==> src/rtl/tone_decoder.sv <==
// Tone decoder: measures the period of a square-wave tone and maps it
// to one of 21 note indices once two consecutive periods agree.
module tone_decoder (
  input  logic        clk,
  input  logic        rst,
  input  logic        tone_in,
  output logic [4:0]  note_idx,
  output logic        note_valid,
  output logic        note_new,
  output logic [17:0] period
);

  typedef enum logic [1:0] {
    WAIT_EDGE,
    MEASURE,
    SEARCH
  } state_t;

  localparam logic [17:0] CNT_MAX = 18'h3FFFF;
  localparam logic [4:0]  LAST    = 5'd20;

  state_t      state;
  state_t      state_nx;
  logic [2:0]  sync;
  logic        edge_det;
  logic [17:0] cnt;
  logic [4:0]  idx;
  logic [4:0]  cand;
  logic [4:0]  ncand;
  logic [1:0]  streak;
  logic [1:0]  nstreak;
  logic        pend;
  logic [17:0] tval;
  logic [18:0] diff;
  logic        hit;
  logic        timeout;
  logic        capture;
  logic        abort;
  logic        srch_end;
  logic        tmo;

  function automatic logic [17:0] note_cycles(input logic [4:0] i);
    case (i)
      5'd0:    note_cycles = 18'd191130;
      5'd1:    note_cycles = 18'd170341;
      5'd2:    note_cycles = 18'd151698;
      5'd3:    note_cycles = 18'd142183;
      5'd4:    note_cycles = 18'd127550;
      5'd5:    note_cycles = 18'd113635;
      5'd6:    note_cycles = 18'd101234;
      5'd7:    note_cycles = 18'd95546;
      5'd8:    note_cycles = 18'd85134;
      5'd9:    note_cycles = 18'd75837;
      5'd10:   note_cycles = 18'd71581;
      5'd11:   note_cycles = 18'd63775;
      5'd12:   note_cycles = 18'd56817;
      5'd13:   note_cycles = 18'd50617;
      5'd14:   note_cycles = 18'd47823;
      5'd15:   note_cycles = 18'd42563;
      5'd16:   note_cycles = 18'd37921;
      5'd17:   note_cycles = 18'd35793;
      5'd18:   note_cycles = 18'd31887;
      5'd19:   note_cycles = 18'd28408;
      5'd20:   note_cycles = 18'd25309;
      default: note_cycles = 18'd0;
    endcase
  endfunction

  assign edge_det = sync[1] & ~sync[2];
  assign timeout  = (cnt == CNT_MAX);
  assign tval     = note_cycles(idx);
  assign diff     = (period >= tval) ? {1'b0, period - tval}
                                     : {1'b0, tval - period};
  // tolerance window is T/64 around each table entry
  assign hit      = (diff <= {7'd0, tval[17:6]});

  always_ff @(posedge clk or negedge rst) begin
    if (!rst) state <= WAIT_EDGE;
    else      state <= state_nx;
  end

  always_comb begin
    state_nx = state;
    capture  = 1'b0;
    abort    = 1'b0;
    srch_end = 1'b0;
    tmo      = 1'b0;
    unique case (state)
      WAIT_EDGE: begin
        if (edge_det) state_nx = MEASURE;
      end
      MEASURE: begin
        if (edge_det) begin
          capture  = 1'b1;
          state_nx = SEARCH;
        end else if (timeout) begin
          tmo      = 1'b1;
          state_nx = WAIT_EDGE;
        end
      end
      SEARCH: begin
        if (edge_det) begin
          capture = 1'b1;
          abort   = 1'b1;
        end else if (timeout) begin
          tmo      = 1'b1;
          state_nx = WAIT_EDGE;
        end else if (hit || idx == LAST) begin
          srch_end = 1'b1;
          state_nx = MEASURE;
        end
      end
      default: state_nx = WAIT_EDGE;
    endcase
  end

  always_comb begin
    ncand   = cand;
    nstreak = streak;
    if (idx == cand) begin
      if (streak != 2'd3) nstreak = streak + 2'd1;
    end else begin
      ncand   = idx;
      nstreak = 2'd1;
    end
  end

  always_ff @(posedge clk or negedge rst) begin
    if (!rst) begin
      sync       <= '0;
      cnt        <= '0;
      period     <= '0;
      idx        <= '0;
      cand       <= '0;
      streak     <= '0;
      pend       <= 1'b0;
      note_idx   <= '0;
      note_valid <= 1'b0;
      note_new   <= 1'b0;
    end else begin
      sync     <= {sync[1:0], tone_in};
      note_new <= 1'b0;
      pend     <= 1'b0;
      if (edge_det)     cnt <= 18'd1;
      else if (!timeout) cnt <= cnt + 18'd1;
      if (capture) begin
        period <= cnt;
        idx    <= '0;
      end else if (state == SEARCH) begin
        idx <= idx + 5'd1;
      end
      if (abort || tmo) streak <= '0;
      if (tmo) note_valid <= 1'b0;
      if (srch_end) begin
        if (hit) begin
          cand   <= ncand;
          streak <= nstreak;
          pend   <= (nstreak >= 2'd2) &&
                    (!note_valid || ncand != note_idx);
        end else begin
          streak     <= '0;
          note_valid <= 1'b0;
        end
      end
      // publish one cycle after the search that confirmed the note
      if (pend && !tmo) begin
        note_idx   <= cand;
        note_valid <= 1'b1;
        note_new   <= 1'b1;
      end
    end
  end

endmodule
==> config.mk <==
export PLATFORM = sky130hd
export DESIGN_NAME = tone_decoder
export DESIGN_NICKNAME = d
export VERILOG_FILES = /design/src/rtl/tone_decoder.sv
export SDC_FILE = /design/constraint.sdc
export NUM_CORES = 1
export LEC_CHECK = 0
export BUFFER_PORTS_ARGS = -buffer_cell sky130_fd_sc_hd__buf_2
export CAP_MARGIN = 10
export CORE_MARGIN = 1
export CORE_UTILIZATION = 55
export CTS_CLUSTER_DIAMETER = 200
export CTS_CLUSTER_SIZE = 16
export DETAILED_ROUTE_END_ITERATION = 16
export GPL_TIMING_DRIVEN = 0
export PLACE_DENSITY = 0.81
export SLEW_MARGIN = 20
export SYNTH_ARGS = -nofsm -noshare
export SYNTH_HDL_FRONTEND = slang
export SYNTH_SLANG_ARGS = --single-unit
==> constraint.sdc <==
create_clock -name clk -period 12.1 [get_ports clk]
set_input_delay 2.42 -clock clk [delete_from_list [all_inputs] [get_ports clk]]
set_output_delay 2.42 -clock clk [all_outputs]
set_load 0.03 [all_outputs]
==> results.yml <==
critical_path:
  reg2reg_slack_ns: 4.12
  cp-startpoint: "idx[0]"
  worstPathArrival_ns: 8.20
  timing_worst_setup_path_type: "flop to flop"
  crit_path_end: "state[0]"
  slowest_delay_ns: 0.51
  r2r-end: "state[0]"
  critPathLaunchType: "flop"
  cp_slowest_cell: "dfrtp_1"
  r2r_cells: 30
  reg2reg_from: "idx[0]"
  cp_common_cell: "ha_1"
  crit_fanout: 10
  critical_path.endpoint_type: "flop"
  required_ns: 12.33
global_route:
  grt_usage_pct: 30.9
  grt_pass1_wl_um: 27100
  grt_max_degree: 62
  grt-ovfl-total: 0
  grt_pass1_vias: 5430
  antenna_found_initial: 0
clocking:
  clk_pin_slew_ns: 0.07
  clock-root-buffer: "clkbuf_8"
  postCtsSetupRepairBufs: 0
  cts_sinks: 61
  ctsHoldBuffers: 0
  clk_path_buf_depth: 2
  htree_levels: 3
  cts_made_buffers: 9
  clock_latency_ns: 0.35
  ctsResizeCount: 0
  cts_tree: "built"
place:
  dp_hpwl_um: 13000
  io_buffers: 27
  placedInstanceArea_mm2: 0.00624
  globalplace.congestion: 0.982
  dp_cells: 916
synthesis:
  synth.distinct_cells: 69
  synth_cells: 753
  synth.avg_cell_area_um2: 7.88
  ys_ff_latch: 61
  yosysWarnings: 0
  synth_edf_count: 0
  syn_area_mm2: 0.00594
  async_flop_share_pct: 100
  yosysTopAreaCell: "dfrtp_1"
  synth_top_area_share_pct: 25.7
  yosysSeqAreaShare_pct: 25.7
  synthFlopType: "dfrtp_1"
  synth_area_leaders: "dfrtp_1, ha_1, nand2_1"
  postSynthNetCount: 823
sta:
  timing.fmax_mhz: 125
  max_slew_margin_pct: 50.6
  drv_slew: 0
  period_share_pct: 65.9
  final.setup.tns_ns: 0
  tightest_slew_ns: 0.742
  rsz0062_at_grt: "false"
  finalHoldViolCount: 0
  skew_ns: 0.00835
  setup_viol: 0
  post-route-min-period_ns: 7.98
routing:
  routed_via_density: 6.07
  via_count: 5656
  routedWlPerCell_um: 17.8
  firstDrtPassIters: 7
  drc: 0
  ant_nets: 0
  drt-total-wl_um: 16600
  drt_iter0_markers: 514
floorplan:
  die_w_um: 106
  fp.dieArea_mm2: 0.0112
  core_mm2: 0.0104
  start_util_pct: 57.0
  die_y_um: 106
  pin_count: 28
  num_rows: 37
pwr:
  internal_power_uw: 857
  powerDensity_mw_per_mm2: 267
  ir_drop_v: 0.000137
  power_uw: 1740
  switching_share_pct: 50.6
  power_frac_comb_pct: 72.4
  pwr-share-seq_pct: 14.5
  pwr-share-clk_pct: 13.2
  switching_power_uw: 879
  p_leak_uw: 0.00306
run_status:
  status: "completed"
cells_and_area:
  diodes: 0
  layout-drive-gt1-share_pct: 10.3
  fin_cells: 932
  syn_to_final_growth_pct: 9.53
  finish.instance_area_mm2: 0.00650
  final_nets: 861
hold_path:
  hp-class: "flop to flop"
  min_delay_path_depth: 0
flow_run:
  cap_violations: 0
Yosys cell counts, drive strengths merged (4+ instances only):
master,instances
nand2b,7
a21o,10
nand3,30
and3,10
o21bai,6
nand2,94
o21ai,70
mux2i,11
nor2b,10
a21oi,63
nand4,10
buf,14
xnor2,17
a31oi,6
o31ai,4
dfrtp,61
a211oi,11
and2,7
nor2,58
mux2,8
clkbuf,28
or3,8
inv,52
ha,65
xor2,24
o22ai,6
nor3,14
o21a,7
layer usage:
metal | GRT usage [%] | routed length (um)
met1 | 41.1 | 7000
met2 | 49.0 | 7630
met3 | 3.34 | 1080
met4 | 17.8 | 850
met5 | 0 | 0
per-stage QoR:
step	worst slack, ns	utilization [%]	hold slack, ns
floorplan	5.73	-	0.331
global placement	4.38	59.9	0.336
detailed placement	4.36	59.9	0.354
CTS	4.33	62.4	0.388
global route	3.63	62.4	0.394
finish	4.12	62.4	0.392
worst max-delay path: cells and delay by family, from the launching register on:
kind	cells	cell delay, ns
simple gates	13	2.83
mux	1	0.34
xor+xnor	1	0.21
flops	1	0.51
fa+ha+maj	3	1.10
compound gates	7	1.26
buf+inv	5	1.57
registers in the layout, summed over array words and instances, names as in the netlist:
register	cells
period	18
note_new	1
note_idx	5
idx	5
streak	2
pend	1
cnt	18
note_valid	1
state	2
cand	5
sync	3
placed cells by master, fill, tap and decap left out, drive strengths merged, types with 7 or more instances in the layout:
cell / count
nand2: 94
o21ai: 70
ha: 65
a21oi: 63
dfrtp: 61
nor2: 58
inv: 52
buf: 41
clkbuf: 39
nand3: 30
xor2: 24
xnor2: 17
nor3: 14
mux2i: 11
a211oi: 11
a21o: 10
and3: 10
nor2b: 10
nand4: 10
mux2: 8
or3: 8
o21a: 7
and2: 7
nand2b: 7
logic make-up after synthesis:
logic type | count (synthesis) | synth area share [%]
AOI/OAI and AO/OA | 208 | 21.6
xor gates and xnor gates | 41 | 6.18
adders and majority gates | 67 | 14.4
buffers and inverters | 95 | 7.08
DFF | 61 | 25.7
muxes | 20 | 3.75
and+or+nand+nor | 261 | 21.3
layout make-up:
class,instances,area (um^2)
clock inverter,5,106
fill,908,3920
multi-input combinational,597,3990
sequential,61,1530
tap,136,170
timing repair buffer,27,138
inverter,53,199
clock buffer,11,151
buffer,42,221
power groups by stage:
stage	clock network, uW	logic (uW)	registers, uW
after global placement	0	1190	253
after floorplan	0	922	259
after CTS	231	1230	250
final	228	1260	251
after detailed placement	0	1220	254
after global routing	239	1390	254
worst min path at each step:
| stage | start | to | slack [ns] |
|---|---|---|---|
| 2_1_floorplan | sync[0] | sync[1] | 0.33 |
| 3_3_place_gp | sync[0] | sync[1] | 0.34 |
| 3_5_place_dp | sync[0] | sync[1] | 0.35 |
| 4_1_cts | sync[0] | sync[1] | 0.39 |
| 5_1_grt | sync[0] | sync[1] | 0.39 |
| 6_report | sync[0] | sync[1] | 0.39 |
No activity file was read; power rests on OpenSTA's default activity.
